===== config.mk =====
export PLATFORM = sky130hd
export DESIGN_NAME = simple_processor_param
export DESIGN_NICKNAME = d
export VERILOG_FILES = /design/src/rtl/simple_processor_param.sv
export SDC_FILE = /design/constraint.sdc
export NUM_CORES = 1
export LEC_CHECK = 0
export BUFFER_PORTS_ARGS = -buffer_cell sky130_fd_sc_hd__buf_2
export CELL_PAD_IN_SITES_DETAIL_PLACEMENT = 1
export CELL_PAD_IN_SITES_GLOBAL_PLACEMENT = 1
export CORE_MARGIN = 3
export CORE_UTILIZATION = 52
export DETAILED_ROUTE_END_ITERATION = 12
export GPL_ROUTABILITY_DRIVEN = 0
export GPL_TIMING_DRIVEN = 0
export PLACE_DENSITY_LB_ADDON = 0.1
export SYNTH_ARGS = -nofsm -noshare
export SYNTH_HDL_FRONTEND = slang
export SYNTH_SLANG_ARGS = --single-unit
export TNS_END_PERCENT = 1

===== constraint.sdc =====
create_clock -name Clock -period 11.9 [get_ports Clock]
set_clock_uncertainty 0.15 [all_clocks]
set_input_delay 0.595 -clock Clock [delete_from_list [all_inputs] [get_ports Clock]]
set_output_delay 0.595 -clock Clock [all_outputs]
set_load 0.02 [all_outputs]

===== src/rtl/simple_processor_param.sv =====
// Parametrised multicycle processor: eight DATA_W-bit registers on a shared bus, with
// mv/mvi/add/sub/and/or/mvnz, registered zero/carry flags and an illegal-opcode strobe.
module simple_processor_param #(
  parameter int unsigned DATA_W = 16
) (
  input  logic              Clock,
  input  logic              Reset,
  input  logic              Run,
  input  logic [DATA_W-1:0] DIN,
  output logic [DATA_W-1:0] Bus,
  output logic              Done,
  output logic              Err,
  output logic              Zflag,
  output logic              Cflag
);

  typedef enum logic [1:0] {StT0, StT1, StT2, StT3} state_e;

  localparam logic [2:0] OpMv   = 3'b000;
  localparam logic [2:0] OpMvi  = 3'b001;
  localparam logic [2:0] OpAdd  = 3'b010;
  localparam logic [2:0] OpSub  = 3'b011;
  localparam logic [2:0] OpAnd  = 3'b100;
  localparam logic [2:0] OpOr   = 3'b101;
  localparam logic [2:0] OpMvnz = 3'b110;
  localparam logic [2:0] OpIll  = 3'b111;

  state_e            state_q;
  logic [8:0]        ir_q;
  logic [DATA_W-1:0] regs_q [8];
  logic [DATA_W-1:0] a_q, g_q;
  logic              z_q, c_q;

  logic [2:0]        op, rx, ry;
  logic [DATA_W:0]   sum;
  logic [DATA_W-1:0] alu_res;
  logic              alu_c;

  assign op    = ir_q[8:6];
  assign rx    = ir_q[5:3];
  assign ry    = ir_q[2:0];
  assign Zflag = z_q;
  assign Cflag = c_q;

  always_comb begin
    Bus  = '0;
    Done = 1'b0;
    Err  = 1'b0;
    unique case (state_q)
      StT0: ;
      StT1: begin
        case (op)
          OpMv, OpMvnz: begin
            Bus  = regs_q[ry];
            Done = 1'b1;
          end
          OpMvi: begin
            Bus  = DIN;
            Done = 1'b1;
          end
          OpIll: begin
            Done = 1'b1;
            Err  = 1'b1;
          end
          default: Bus = regs_q[rx];
        endcase
      end
      StT2: Bus = regs_q[ry];
      StT3: begin
        Bus  = g_q;
        Done = 1'b1;
      end
      default: ;
    endcase
  end

  // ALU sees A and the bus, which carries Ry during T2.
  always_comb begin
    sum     = {1'b0, a_q} + {1'b0, Bus};
    alu_res = '0;
    alu_c   = 1'b0;
    case (op)
      OpAdd: begin
        alu_res = sum[DATA_W-1:0];
        alu_c   = sum[DATA_W];
      end
      OpSub: begin
        alu_res = a_q - Bus;
        alu_c   = (a_q < Bus);
      end
      OpAnd:   alu_res = a_q & Bus;
      OpOr:    alu_res = a_q | Bus;
      default: ;
    endcase
  end

  always_ff @(posedge Clock or posedge Reset) begin
    if (Reset) begin
      state_q <= StT0;
      ir_q    <= '0;
      a_q     <= '0;
      g_q     <= '0;
      z_q     <= 1'b0;
      c_q     <= 1'b0;
      for (int i = 0; i < 8; i++) begin
        regs_q[i] <= '0;
      end
    end else begin
      unique case (state_q)
        StT0: begin
          if (Run) begin
            ir_q    <= DIN[8:0];
            state_q <= StT1;
          end
        end
        StT1: begin
          case (op)
            OpMv, OpMvi: begin
              regs_q[rx] <= Bus;
              state_q    <= StT0;
            end
            OpMvnz: begin
              if (!z_q) regs_q[rx] <= Bus;
              state_q <= StT0;
            end
            OpIll: state_q <= StT0;
            default: begin
              a_q     <= Bus;
              state_q <= StT2;
            end
          endcase
        end
        StT2: begin
          g_q     <= alu_res;
          z_q     <= (alu_res == '0);
          c_q     <= alu_c;
          state_q <= StT3;
        end
        StT3: begin
          regs_q[rx] <= g_q;
          state_q    <= StT0;
        end
        default: state_q <= StT0;
      endcase
    end
  end

endmodule

# Word-level counts from Yosys, hierarchy flattened
# Index checks and enable logic that the tools add are counted.
[word_totals] rom_bits=0 reg_bits=173 mem_count=0 input_bits=19 out_inout_bits=20 latch_bits=0 elab_cells=73 ram_bits=0
[op_classes] n_eq_ne=13 bitwise_logic=5 div=0 shift=0 addsub=2 muxes=24 n_reduce_logical=11 magnitude_cmp=4 n_mul=0
[op_table] cell="$pmux 128 s2" n=2
[op_table] cell="$bwmux 128" n=2
[op_table] cell="$mux 128" n=1
[op_table] cell="$bmux 16 s3" n=2
[op_table] cell="$pmux 16 s3" n=2
[op_table] cell="$mux 16" n=5
[op_table] cell="$pmux 16 s4" n=1
[op_table] cell="$demux 16 s3" n=1
[op_table] cell="$add 16x16->17" n=1
[op_table] cell="$and 16x16->16" n=1
[op_table] cell="$logic_not 16->1" n=1
[op_table] cell="$lt 16x16->1" n=1
[op_table] cell="$or 16x16->16" n=1
[op_table] cell="$sub 16x16->16" n=1
[op_table] cell="$eq 3x3->1 const B" n=4
[op_table] cell="$ge 4x4->1 const B" n=2
[op_table] cell="$not 3->4" n=2
[op_table] cell="$pmux 2 s4" n=1
[op_table] cell="$eq 3x2->1 const B" n=2
[op_table] cell="$eq 2x2->1 const B" n=2
[op_table] cell="$lt 4x1->1 const B" n=1
[op_table] cell="$mux 2" n=2
[op_table] cell="$pmux 1 s2" n=2
[op_table] cell="$reduce_and 2->1" n=2
[op_table] cell="14 further kinds" n=17

# Longest topological paths before layout
# Gate-level depths: netlist of the first run.
[depth] word_depth=10 depth_mapped=20 ltp_nobuf=18

# Worst setup path before layout of the first run
# Ideal clock, no wire load.
[synth_timing] path_type="flip-flop to flip-flop" start="register ir_q[1]" end="register z_q, in the netlist Zflag" path_buffers=2 path_stages_with_launch=19 setup_slack_ns=7.298 arrival_time_ns=4.330 synth_period_minus_slack_ns=4.602 setup_time_ns=0.122 required_time_ns=11.628 path_cell_list="dfrtp_1 -> buf_2 -> buf_2 -> mux4_2 -> mux2_2 -> mux2_2 -> a221oi_4 -> inv_2 -> ha_1 -> fa_1 -> a211oi_2 -> o31ai_4 -> nor2_1 -> o41ai_2 -> a311oi_2 -> mux2i_1 -> nor3_1 -> and4_1 -> a32o_1"
[synth_between] elab_chain_len=9 elab_cells_between_ends=12 cone_classes="add/sub (2); mux (6); bitwise (3); reduce/logical (1)"
[synth_lines] item="start: declaration" line="29" text="logic [8:0] ir_q;"
[synth_lines] item="start signal: assignment" line="112" text="ir_q <= DIN[8:0];"
[synth_lines] item="$not 3->4 (implied by the code) (*)" line="54, 68"
[synth_lines] item="$bmux 16 s3 (*)" line="54, 68"
[synth_lines] item="$mux 16 (implied by the code) (*) (2 in a row)" line="54, 68"
[synth_lines] item="$pmux 16 s3" line="52" text="case (op)"
[synth_lines] item="$pmux 16 s3 (*)" line="49" text="unique case (state_q)"
[synth_lines] item="via Bus[0]" line="10" text="output logic [DATA_W-1:0] Bus,"
[synth_lines] item="$sub 16x16->16 (tied with other cells)" line="88" text="alu_res = a_q - Bus;"
[synth_lines] item="$pmux 16 s4 (*)" line="82" text="case (op)"
[synth_lines] item="$logic_not 16->1 (*)" line="135" text="z_q <= (alu_res == '0);"
[synth_lines] item="end signal: assignment" line="135"
[synth_lines] item="end: declaration" line="32" text="logic z_q, c_q;"
# Mark *: on every way through the listed nets, which the timed path passes. The rest lies on a longest branch. The select of a mux whose other input is x is not followed.
# A chain may end at the register's enable or synchronous reset.

# Worst setup path after layout of the first run
[layout_timing] start="register ir_q[1]" end="register z_q, in the netlist Zflag"
[layout_between] elab_chain_len=9 elab_cells_between_ends=12 cone_classes="add/sub (2); mux (6); bitwise (3); reduce/logical (1)"
[layout_lines] item="$not 3->4 (implied by the code) (*)" line="54, 68"
[layout_lines] item="$bmux 16 s3 (*)" line="54, 68"
[layout_lines] item="$mux 16 (implied by the code) (*) (2 in a row)" line="54, 68"
[layout_lines] item="$pmux 16 s3" line="52"
[layout_lines] item="$pmux 16 s3 (*)" line="49"
[layout_lines] item="$sub 16x16->16 (tied with other cells)" line="88"
[layout_lines] item="$pmux 16 s4 (*)" line="82"
[layout_lines] item="$logic_not 16->1 (*)" line="135"
# Every way passes the cells marked *; elsewhere a longest branch is shown, timed or not. The select of a mux whose other input is x is not followed.

==> results of run 1 <==
==> cells by family (layout without fill, tap and decap cells) <==
kind of cell / after synthesis / after routing / share of synthesized area, %
AOI/OAI and AO/OA: 365 / 365 / 21.4
adders and majority gates: 52 / 52 / 5.88
other: 0 / 1 / 0
and+or+nand+nor: 364 / 364 / 13.8
xor gates and xnor gates: 12 / 12 / 0.929
muxes: 101 / 101 / 14.2
DFF: 173 / 173 / 38.3
buffers and inverters: 142 / 213 / 5.51
==> layout by cell type, fill, tap and decap left out, drive strengths merged, types with 5 or more instances in the layout <==
| master | count |
|---|---|
| nand2 | 216 |
| o21ai | 197 |
| dfrtp | 173 |
| buf | 82 |
| clkbuf | 77 |
| nor2 | 69 |
| ha | 50 |
| a21oi | 47 |
| inv | 46 |
| mux4 | 45 |
| mux2i | 32 |
| mux2 | 24 |
| nor3 | 21 |
| nand2b | 16 |
| o22ai | 15 |
| a211oi | 13 |
| a221oi | 11 |
| nand3 | 10 |
| xnor2 | 9 |
| nor2b | 8 |
| o211ai | 7 |
| a21o | 7 |
| a22o | 6 |
| o21bai | 6 |
| a31oi | 5 |
| a22oi | 5 |
| clkinv | 5 |
==> stage by stage <==
step	utilization, %	setup WS, ns
floorplan	-	6.47
global placement	55.8	4.43
detailed placement	56.0	5.65
CTS	58.6	5.57
global route	58.6	5.22
finish	58.6	5.42
==> per-layer routing <==
layer	wire length (um)	part of all wire, %
met5	0	0
met4	2390	5.5
met3	3270	7.6
met2	20900	48
met1	16700	39
==> flip-flops by register name (all words and copies together) (netlist names), named ones only <==
| register | flops |
|---|---|
| g_q | 16 |
| state_q | 1 |
| Cflag | 1 |
| a_q | 16 |
| Zflag | 1 |
| regs_q | 128 |
| ir_q | 9 |
==> worst max path at each step <==
stage,end,slack (ns)
after floorplan,Cflag$_DFFE_PP0N_,6.47
after global placement,a_q[11]$_DFFE_PP0P_,4.43
after detailed placement,Zflag$_DFFE_PP0N_,5.65
after CTS,Zflag$_DFFE_PP0N_,5.57
after global routing,Zflag$_DFFE_PP0N_,5.22
final,Zflag$_DFFE_PP0N_,5.42
==> cell type report <==
cell class              instances  area share, %
diodes                          1         0.0201
repair buffers                 39           1.75
clock buffers                  24           3.79
clock inverters                 8          0.684
well taps                     275           2.77
multi-input cells             894           51.1
flip-flops and latches        173           34.8
inverters                      46           1.45
plain buffers                  96           3.62
==> results.md, run 1 <==
- Critical Path Start Type: flip-flop
- Critical path type: flip-flop to flip-flop
- Status: complete, no violations
- FF-to-FF path depth: 17
- Final setup viols: 0
- Met2 Usage GRT: 62.3%
- Post-route cell area: about 12000 um^2
- Core footprint: 21200 um^2
- I/O pin count: 39
- Worst min path class: primary input to async pin
- Cell type with the highest aggregate area in the netlist: dfrtp_1
- Library cells used by synthesis: 80
- Multi-input gate area: 6360 um^2
- Wire length per cell: 27.8 um
- Dominant cells by area after synthesis: dfrtp_1 38%, mux4_2 9.0%, nand2_1 7.1%
- Rows: 53
- Vias per inst: 6.67
- Routed vias: 10383
- Largest fanout on the critical path: 11
- Arr. time, crit path: 6.71 ns
- GRT Total Usage: 37.1%
- Tcrit/Tclk final: 54.5%
- CP top delay family: buffers and inverters
- Cts bufs inserted: 17
- CTS resizes: 0
- CP Capture Type: flip-flop
- Antenna violations before repair: 0
- GRT met1 Usage: 46.4%
- Slowest stage cell, crit path: clkbuf_1
- Post-synth top cells: 215 x nand2_1, 173 x dfrtp_1, 119 x o21ai_1, 76 x o21ai_0, 68 x nor2_1
- First-pass GRT wire length: approximately 67000 um
- Reg2reg end: Zflag$_DFFE_PP0N_
- Synth Register Bits: approximately 170
- Overflow after GRT: 0
- DRC violations left: 0
- Storage cell area: 4330 um^2
- Dpl cell area: 11900 um^2
- Post-DRT Antenna Nets: 0
- Hold Fails Final Rpt: 0
- Most frequent cell after synthesis: nand2_1
- Cell Chain, Critical Path: buf_2 > buf_2 > clkbuf_1 > mux4_2 > mux2i_1 > o21ai_1 > a221oi_4 > ha_1 > clkbuf_1 > or3_1 > o221ai_1 > xnor2_1 > a21oi_1 > nand4_1 > nor4_1 > and4_1 > a32o_1
- Synth Net Count: roughly 1300
- Async set or reset register ratio after synthesis: 100%
- Root Buffer: clkbuf_16
- Max_cap viols: 0
- Worst path max stage delay: between 0.7 and 0.8 ns
- Area delta synth->final: 9.97%
- CTS Sinks: ~170
- Final WL: 43300 um
- Slew HR: 16.2%
- Hold Worst Slack: between 0.015 and 0.02 ns
- Hold_buf cts: 0
- Final Slew Violations: 0
- Measured slew at the worst slew-check pin: roughly 1.3 ns
- Post-CTS setup buffers: 0
- Buffer and inverter count on the worst path: 4
- Iter 0 DRT Violations: 976
- CTS max path bufs: 2
- RSZ-0062 raised after global routing: no
- Yosys warnings: 0
- Placed cells: 1523
- Die W: 154 um
- R2r setup slk: 5.42 ns
- Dpl hpwl: 30800 um
- Post-synthesis sequential area ratio: between 30% and 40%
- Htree depth: 4
- WP depth: 17
- Number of synthesized flops with an enable pin: 0
- Layout Cells excl Fill: between 1500 and 2000
- Met3 usage: 6.78%
- Cells after Synth: 1209
- Max Clk Rate: 0.154 GHz
- Mapped Area: 11300 um^2
- Crit path from: ir_q[1]$_DFFE_PP0P_
- Clock Pin Slew Worst Setup and Hold Paths: around 0.070 ns
- Initial core utilization: 53.3%
- Clk Latency, worst-skew pair: 0.44 ns
- Port bufs: 38
- Fill count: between 2000 and 2500
- GR peak layer: met2
- WP data required: 12.13 ns
- Vias in the first global route: about 11000
- Mean post-synth cell area: 9.36 um^2
- Largest net degree at the start of global routing: 115
- Final TNS setup: 0 ns
- CTS tree: yes
- Die height: approximately 150 um
- Worst r2r src: ir_q[1]$_DFFE_PP0P_
- Nets: 1338
- Synth top area share: roughly two fifths
- TritonRoute pass-1 iters: 9
- Layout cells sized above 1: 16.3%
- Full die area: between 20000 and 25000 um^2
- Crit path time final: 6.48 ns
- Most used DFF post-synth: dfrtp_1
Power of run 1 is not shown: default switching activity piles up to over one toggle a cycle in this logic, so the estimate is an artifact.
==> run 2: changes to the inputs <==
Settings changed: ABC_AREA set to 1, CORE_UTILIZATION 52 to 46.
Clock period 11.9 ns to 6.1 ns, I/O delays scaled along.
==> results.md, run 2 <==
- Largest regs: regs_q: 128 flops, a_q: 16 flops, g_q: 16 flops
- Critical path type: flip-flop to flip-flop
- Met3 WL: 5450 um (+67%)
- Mapped Area: 12000 um^2 (+6.1%)
- Most used cell, CP: nand2_1
- Post-synthesis sequential area ratio: 36.1% (-2.2 points)
- Yosys warnings: 0 (unchanged)
- Tcrit/Tclk final: 83.6% (+29 points)
- Fill count: 3422 (+38%)
- Wire length per cell: 24.1 um (-13%)
- Hold Path Sink: ir_q[1]$_DFFE_PP0P_
- Die W: 168 um (+9.1%)
- Worst path max stage delay: 0.79 ns (about the same)
- Largest fanout on the critical path: 11 (unchanged)
- Most frequent cell after synthesis: nand2_1
- Routed vias: 13156 (+27%)
- Worst min path class: primary input to flip-flop
- Most used DFF post-synth: dfrtp_1
- Number of synthesized flops with an enable pin: 0 (unchanged)
- Cells after Synth: 1743 (+44%)
- Full die area: 28100 um^2 (+19%)
- CTS Sinks: 173 (unchanged)
- Multi-input gate area: 6330 um^2 (-0.43%)
- DRC violations left: 0 (unchanged)
- Largest register FFs: 128 (unchanged)
- FF-to-FF path depth: 26 (+9)
- Hold path startpoint: DIN[1]
- Synth Net Count: 1814 (+42%)
- Storage cell area: 4330 um^2 (unchanged)
- Largest Register: regs_q
- CP Capture Type: flip-flop
- Rows: 58 (+9.4%)
- Overflow after GRT: 0 (unchanged)
- Cell type with the highest aggregate area in the netlist: dfrtp_1
- Nets: 1875 (+40%)
- Buffer and inverter count on the worst path: 7 (+3)
- Layout cells sized above 1: 12.0% (-4.3 points)
- Routed wl met2: 21900 um (+4.8%)
- M1 wire length: 22300 um (+33%)
- WP data required: 6.35 ns (-5.78 ns)
- TritonRoute pass-1 iters: 6 (-3)
- R2r setup slk: 1.00 ns (-4.42 ns)
- Max_cap viols: 0 (unchanged)
- Mean post-synth cell area: 6.89 um^2 (-26%)
- Clk Latency, worst-skew pair: 0.46 ns (+0.02 ns)
- Final Slew Violations: 0 (unchanged)
- I/O pin count: 39 (unchanged)
- Dominant cells by area after synthesis: dfrtp_1 36%, nand2_1 16%, o21ai_0 6.9%
- Reg2reg end: Zflag$_DFFE_PP0N_
- Library cells used by synthesis: 51 (-36%)
- Iter 0 DRT Violations: 1572 (+61%)
- Top routing layer in use: met4
- Final setup viols: 0 (unchanged)
- Critical Path Start Type: flip-flop
- CP top delay family: simple AND/OR/NAND/NOR gates
- Synth top area share: 36.1% (-2.2 points)
- Slew HR: 38.3% (+22 points)
- Crit path time final: 5.10 ns (-1.38 ns)
- Vias in the first global route: 12942 (+16%)
- Port bufs: 38 (unchanged)
- CTS tree: yes
- Final WL: 51800 um (+20%)
- Worst r2r src: ir_q[8]$_DFFE_PP0P_
- Area delta synth->final: 10.5%
- First-pass GRT wire length: 77900 um (+17%)
- Most frequent cells in the layout: 509 x nand2_1, 195 x inv_1, 173 x dfrtp_1, 166 x o21ai_0, 127 x nor2_1
- Worst hold path cell count: 3
- Status: complete, no violations
- Async set or reset register ratio after synthesis: 100% (unchanged)
- Arr. time, crit path: 5.35 ns (-1.36 ns)
- CTS resizes: 0 (unchanged)
- Commonest non-fill, non-tap cell in the layout: nand2_1
- Largest net degree at the start of global routing: 124 (+7.8%)
- Antenna violations before repair: 0 (unchanged)
- Slowest stage cell, crit path: nor4_2
- Core footprint: 25400 um^2 (+20%)
- CTS max path bufs: 2 (unchanged)
- Root Buffer: clkbuf_16
- Max Clk Rate: 0.196 GHz (+27%)
- Synth Register Bits: 173 (unchanged)
- Initial core utilization: 47.3% (-6.1 points)
- RSZ-0062 raised after global routing: no
- Final TNS setup: 0 ns (unchanged)
- Post-synth top cells: 509 x nand2_1, 196 x inv_1, 173 x dfrtp_1, 166 x o21ai_0, 127 x nor2_1
- Measured slew at the worst slew-check pin: 0.922 ns (-0.336 ns)
- Hold Fails Final Rpt: 0 (unchanged)
- Vias per inst: 6.12 (-8.3%)
- Cts bufs inserted: 17 (unchanged)
- Post-DRT Antenna Nets: 0 (unchanged)
- Clock Pin Slew Worst Setup and Hold Paths: 0.09 ns (+0.02 ns)
- Htree depth: 4 (unchanged)
- Die height: 168 um (+9.1%)
- GRT Total Usage: 36.3% (-0.79 points)
- Dpl hpwl: 38100 um (+24%)
==> run 2: changes by cell type after synthesis, sizes merged, moves of 15 or more <==
| cell | change |
|---|---|
| nand2b | -16 |
| mux4 | -45 |
| buf | +31 |
| a21oi | +57 |
| nor2 | +71 |
| nand3 | +101 |
| mux2 | -24 |
| clkbuf | -45 |
| nand4 | +15 |
| o21ai | +39 |
| nand2 | +306 |
| mux2i | -32 |
| inv | +177 |
==> run 2: repair_timing <==
item                                   CTS  global route
hold buffers                             3             0
setup buffers                            0             0
endpoints found under the hold margin   52             0
==> run 2: through the flow <==
stage / util [%] / hold WS, ns / worst slack (ns) / std cells / instance area (um^2)
3_3_place_gp: 49.6 / 0.314 / -1.32 / 2111 / 12600
3_5_place_dp: 49.8 / 0.188 / 1.20 / 2112 / 12600
2_1_floorplan: - / 0.280 / 0.957 / 1743 / 12000
4_1_cts: 52.2 / 0.00671 / 1.17 / 2147 / 13300
5_1_grt: 52.2 / 0.0409 / 0.843 / 2147 / 13300
6_report: 52.2 / 0.0181 / 1.00 / 2149 / 13300
==> run 2: how the worst max path moves through the flow <==
stage                        start                  to  cells past startpoint
3_5_place_dp   ir_q[8]$_DFFE_PP0P_   Zflag$_DFFE_PP0N_                     26
4_1_cts        ir_q[8]$_DFFE_PP0P_   Zflag$_DFFE_PP0N_                     26
6_report       ir_q[8]$_DFFE_PP0P_   Zflag$_DFFE_PP0N_                     26
2_1_floorplan                Reset   Cflag$_DFFE_PP0N_                      1
3_3_place_gp                 Reset  a_q[8]$_DFFE_PP0P_                      2
5_1_grt        ir_q[8]$_DFFE_PP0P_   Zflag$_DFFE_PP0N_                     24
==> run 2: area by class of cell <==
type | count | share of cell area, %
Antenna cell | 2 | 0.0377
Multi-Input combinational cell | 1265 | 47.8
Tap cell | 330 | 3.11
Clock inverter | 14 | 1.10
Sequential cell | 173 | 32.6
Clock buffer | 18 | 3.31
Inverter | 223 | 6.46
Buffer | 82 | 3.68
Timing Repair Buffer | 42 | 1.87
==> run 2: worst register-to-register path, cell delays in order, from the launching register on <==
cell     delay, ns
dfrtp_1       0.38
buf_6         0.14
inv_6         0.07
nand3_2       0.13
nand3_2       0.20
inv_2         0.10
nor2_8        0.27
inv_4         0.16
nor4_2        0.79
nor2_1        0.17
nand2_4       0.23
inv_1         0.11
ha_1          0.29
buf_2         0.17
inv_1         0.15
nand2_1       0.07
nand2_1       0.09
nand2_1       0.07
nand3_1       0.25
nand2_1       0.12
a21oi_1       0.25
nor2_1        0.11
nor2_1        0.17
nand2_1       0.07
nor2_1        0.11
nand2_1       0.13
nand2_1       0.08
==> run 2: layer usage <==
layer,vias up,track usage (%)
met5,-,0
li1,5758,-
met2,736,53.5
met4,0,14.5
met1,6520,51.7
met3,142,8.26
==> run 2: cells by family (layout without fill, tap and decap cells) <==
group,count (synthesis),count (layout),synth area share [%]
and+or+nand+nor,807,807,28.5
AOI/OAI and AO/OA,406,406,18.8
buffers and inverters,305,379,11.1
DFF,173,173,36.1
adders and majority gates,52,52,5.55
other,0,2,0
Power of run 2 is left out for the same reason.
==> run 3: changes to the inputs <==
Clock period 6.1 ns to 4.7 ns, I/O delays scaled along.
==> results.md, run 3 (synthesis gave the netlist of run 2 again) <==
- Max_cap viols: 0 (unchanged)
- CP Capture Type: flip-flop
- Largest fanout on the critical path: 9 (-2)
- Worst path max stage delay: 0.36 ns (-0.43 ns)
- Layout Cells excl Fill: 2166 (+0.79%)
- Arr. time, crit path: 4.81 ns (-0.54 ns)
- Buffer and inverter count on the worst path: 7 (unchanged)
- Vias in the first global route: 13295 (+2.7%)
- Tcrit/Tclk final: 97.3% (+14 points)
- Post-DRT Antenna Nets: 0 (unchanged)
- GRT Total Usage: 37.0% (+0.72 points)
- Slew HR: 40.3% (+2.0 points)
- Nets: 1893 (+0.96%)
- Dpl hpwl: 38700 um (+1.6%)
- Final setup viols: 0 (unchanged)
- Slowest stage cell, crit path: dfrtp_1
- CTS tree: yes
- DRC violations left: 0 (unchanged)
- M1 wire length: 22200 um (-0.31%)
- Routed wl met2: 22400 um (+2.4%)
- First-pass GRT wire length: 79400 um (+1.9%)
- Full die area: 28100 um^2 (unchanged)
- Worst min path class: primary input to flip-flop
- Hold Worst Slack: 0.00933 ns (-0.00878 ns)
- Critical Path Start Type: flip-flop
- Port bufs: 38 (unchanged)
- WP data required: 4.94 ns (-1.41 ns)
- Initial core utilization: 47.3% (unchanged)
- Die W: 168 um (unchanged)
- Hold Fails Final Rpt: 0 (unchanged)
- Antenna violations before repair: 1 (+1)
- Root Buffer: clkbuf_16
- CTS max path bufs: 2 (unchanged)
- Clk Latency, worst-skew pair: 0.44 ns (-0.02 ns)
- Core footprint: 25400 um^2 (unchanged)
- Routed vias: 13265 (+0.83%)
- I/O pin count: 39 (unchanged)
- Max Clk Rate: 0.219 GHz (+11%)
- Largest Register: regs_q
- Area delta synth->final: 12.5%
- Cts bufs inserted: 17 (unchanged)
- Iter 0 DRT Violations: 1398 (-11%)
- Htree depth: 4 (unchanged)
- Met3 WL: 5970 um (+9.6%)
- Status: complete, no violations
- Critical path type: flip-flop to flip-flop
- CP top delay family: simple AND/OR/NAND/NOR gates
- Die height: 168 um (unchanged)
- Post-layout util: 53.2% (+0.96 points)
- Top routing layer in use: met4
- Largest regs: regs_q: 128 flops, a_q: 16 flops, g_q: 16 flops
- Vias per inst: 6.12 (about the same)
- Measured slew at the worst slew-check pin: 0.895 ns (-0.0261 ns)
- Final Slew Violations: 0 (unchanged)
- CTS Sinks: 173 (unchanged)
- Clock Pin Slew Worst Setup and Hold Paths: 0.07 ns (-0.02 ns)
- Largest net degree at the start of global routing: 40 (-68%)
- TritonRoute pass-1 iters: 5 (-1)
- Wire length per cell: 24.3 um (+0.81%)
- Largest register FFs: 128 (unchanged)
- Rows: 58 (unchanged)
- Most frequent cells in the layout: 508 x nand2_1, 193 x inv_1, 173 x dfrtp_1, 166 x o21ai_0, 122 x nor2_1
- Overflow after GRT: 0 (unchanged)
- Layout cells sized above 1: 13.6% (+1.6 points)
- Placed cells: 2115 (+0.14%)
- Commonest non-fill, non-tap cell in the layout: nand2_1
- Final WL: 52600 um (+1.6%)
- Crit path time final: 4.57 ns (-0.525 ns)
[run 3: cell types whose count changed in the layout (fill, tap and decap cells not counted), moves of 4 or more]
cell / delta
nor2_2: +4
inv_8: -4
clkinvlp_4: +4
buf_4: +13
nor2_1: -5
buf_12: +4
[run 3: per-layer routing]
metal / global-route usage [%] / up-vias
li1: - / 5784
met1: 52.5 / 6526
met2: 54.5 / 796
met3: 8.62 / 159
met4: 15.4 / 0
met5: 0 / -
[run 3: stage by stage]
stage	cell area, um^2	TNS [ns]	setup WS [ns]
2_1_floorplan	12000	0	1.41
3_3_place_gp	12600	-0.181	-0.181
3_5_place_dp	12700	-0.238	-0.216
4_1_cts	13300	0	0.0323
5_1_grt	13500	-0.0679	-0.0679
6_report	13500	0	0.126
[run 3: repair_timing]
action / in CTS / in global routing
pin swaps: 2 / 5
endpoints found under the hold margin: 32 / 0
buffers inserted: 3 / 10
endpoints found under the setup margin: 4 / 3
hold buffers: 5 / 0
gates resized for setup: 5 / 22
[run 3: worst paths after layout]
path	from	cells after the start	end	slack (ns)
setup / recovery	ir_q[5]$_DFFE_PP0P_	25	Zflag$_DFFE_PP0N_	0.13
hold / removal	DIN[0]	3	ir_q[0]$_DFFE_PP0P_	0.009
setup reg to reg	ir_q[5]$_DFFE_PP0P_	25	Zflag$_DFFE_PP0N_	0.13
hold reg to reg	regs_q[120]$_DFFE_PP0P_	2	regs_q[120]$_DFFE_PP0P_	0.34
max in group asynchronous	Reset	4	regs_q[55]$_DFFE_PP0P_	3.38
min in group asynchronous	Reset	3	regs_q[49]$_DFFE_PP0P_	0.34
[run 3: area by class of cell]
cell class              instances  area (um^2)
repair buffers                 60          418
plain buffers                  82          493
well taps                     330          413
multi-input cells            1265         6440
clock inverters                11         81.3
inverters                     223          857
flip-flops and latches        173         4330
diodes                          1         2.50
fillers                      3347        11900
clock buffers                  21          470
[run 3: tightest hold or removal path: stages]
cell and delay [ns]:
buf_2 0.10, inv_1 0.09, o21ai_0 0.11
Power of run 3 is left out for the same reason.
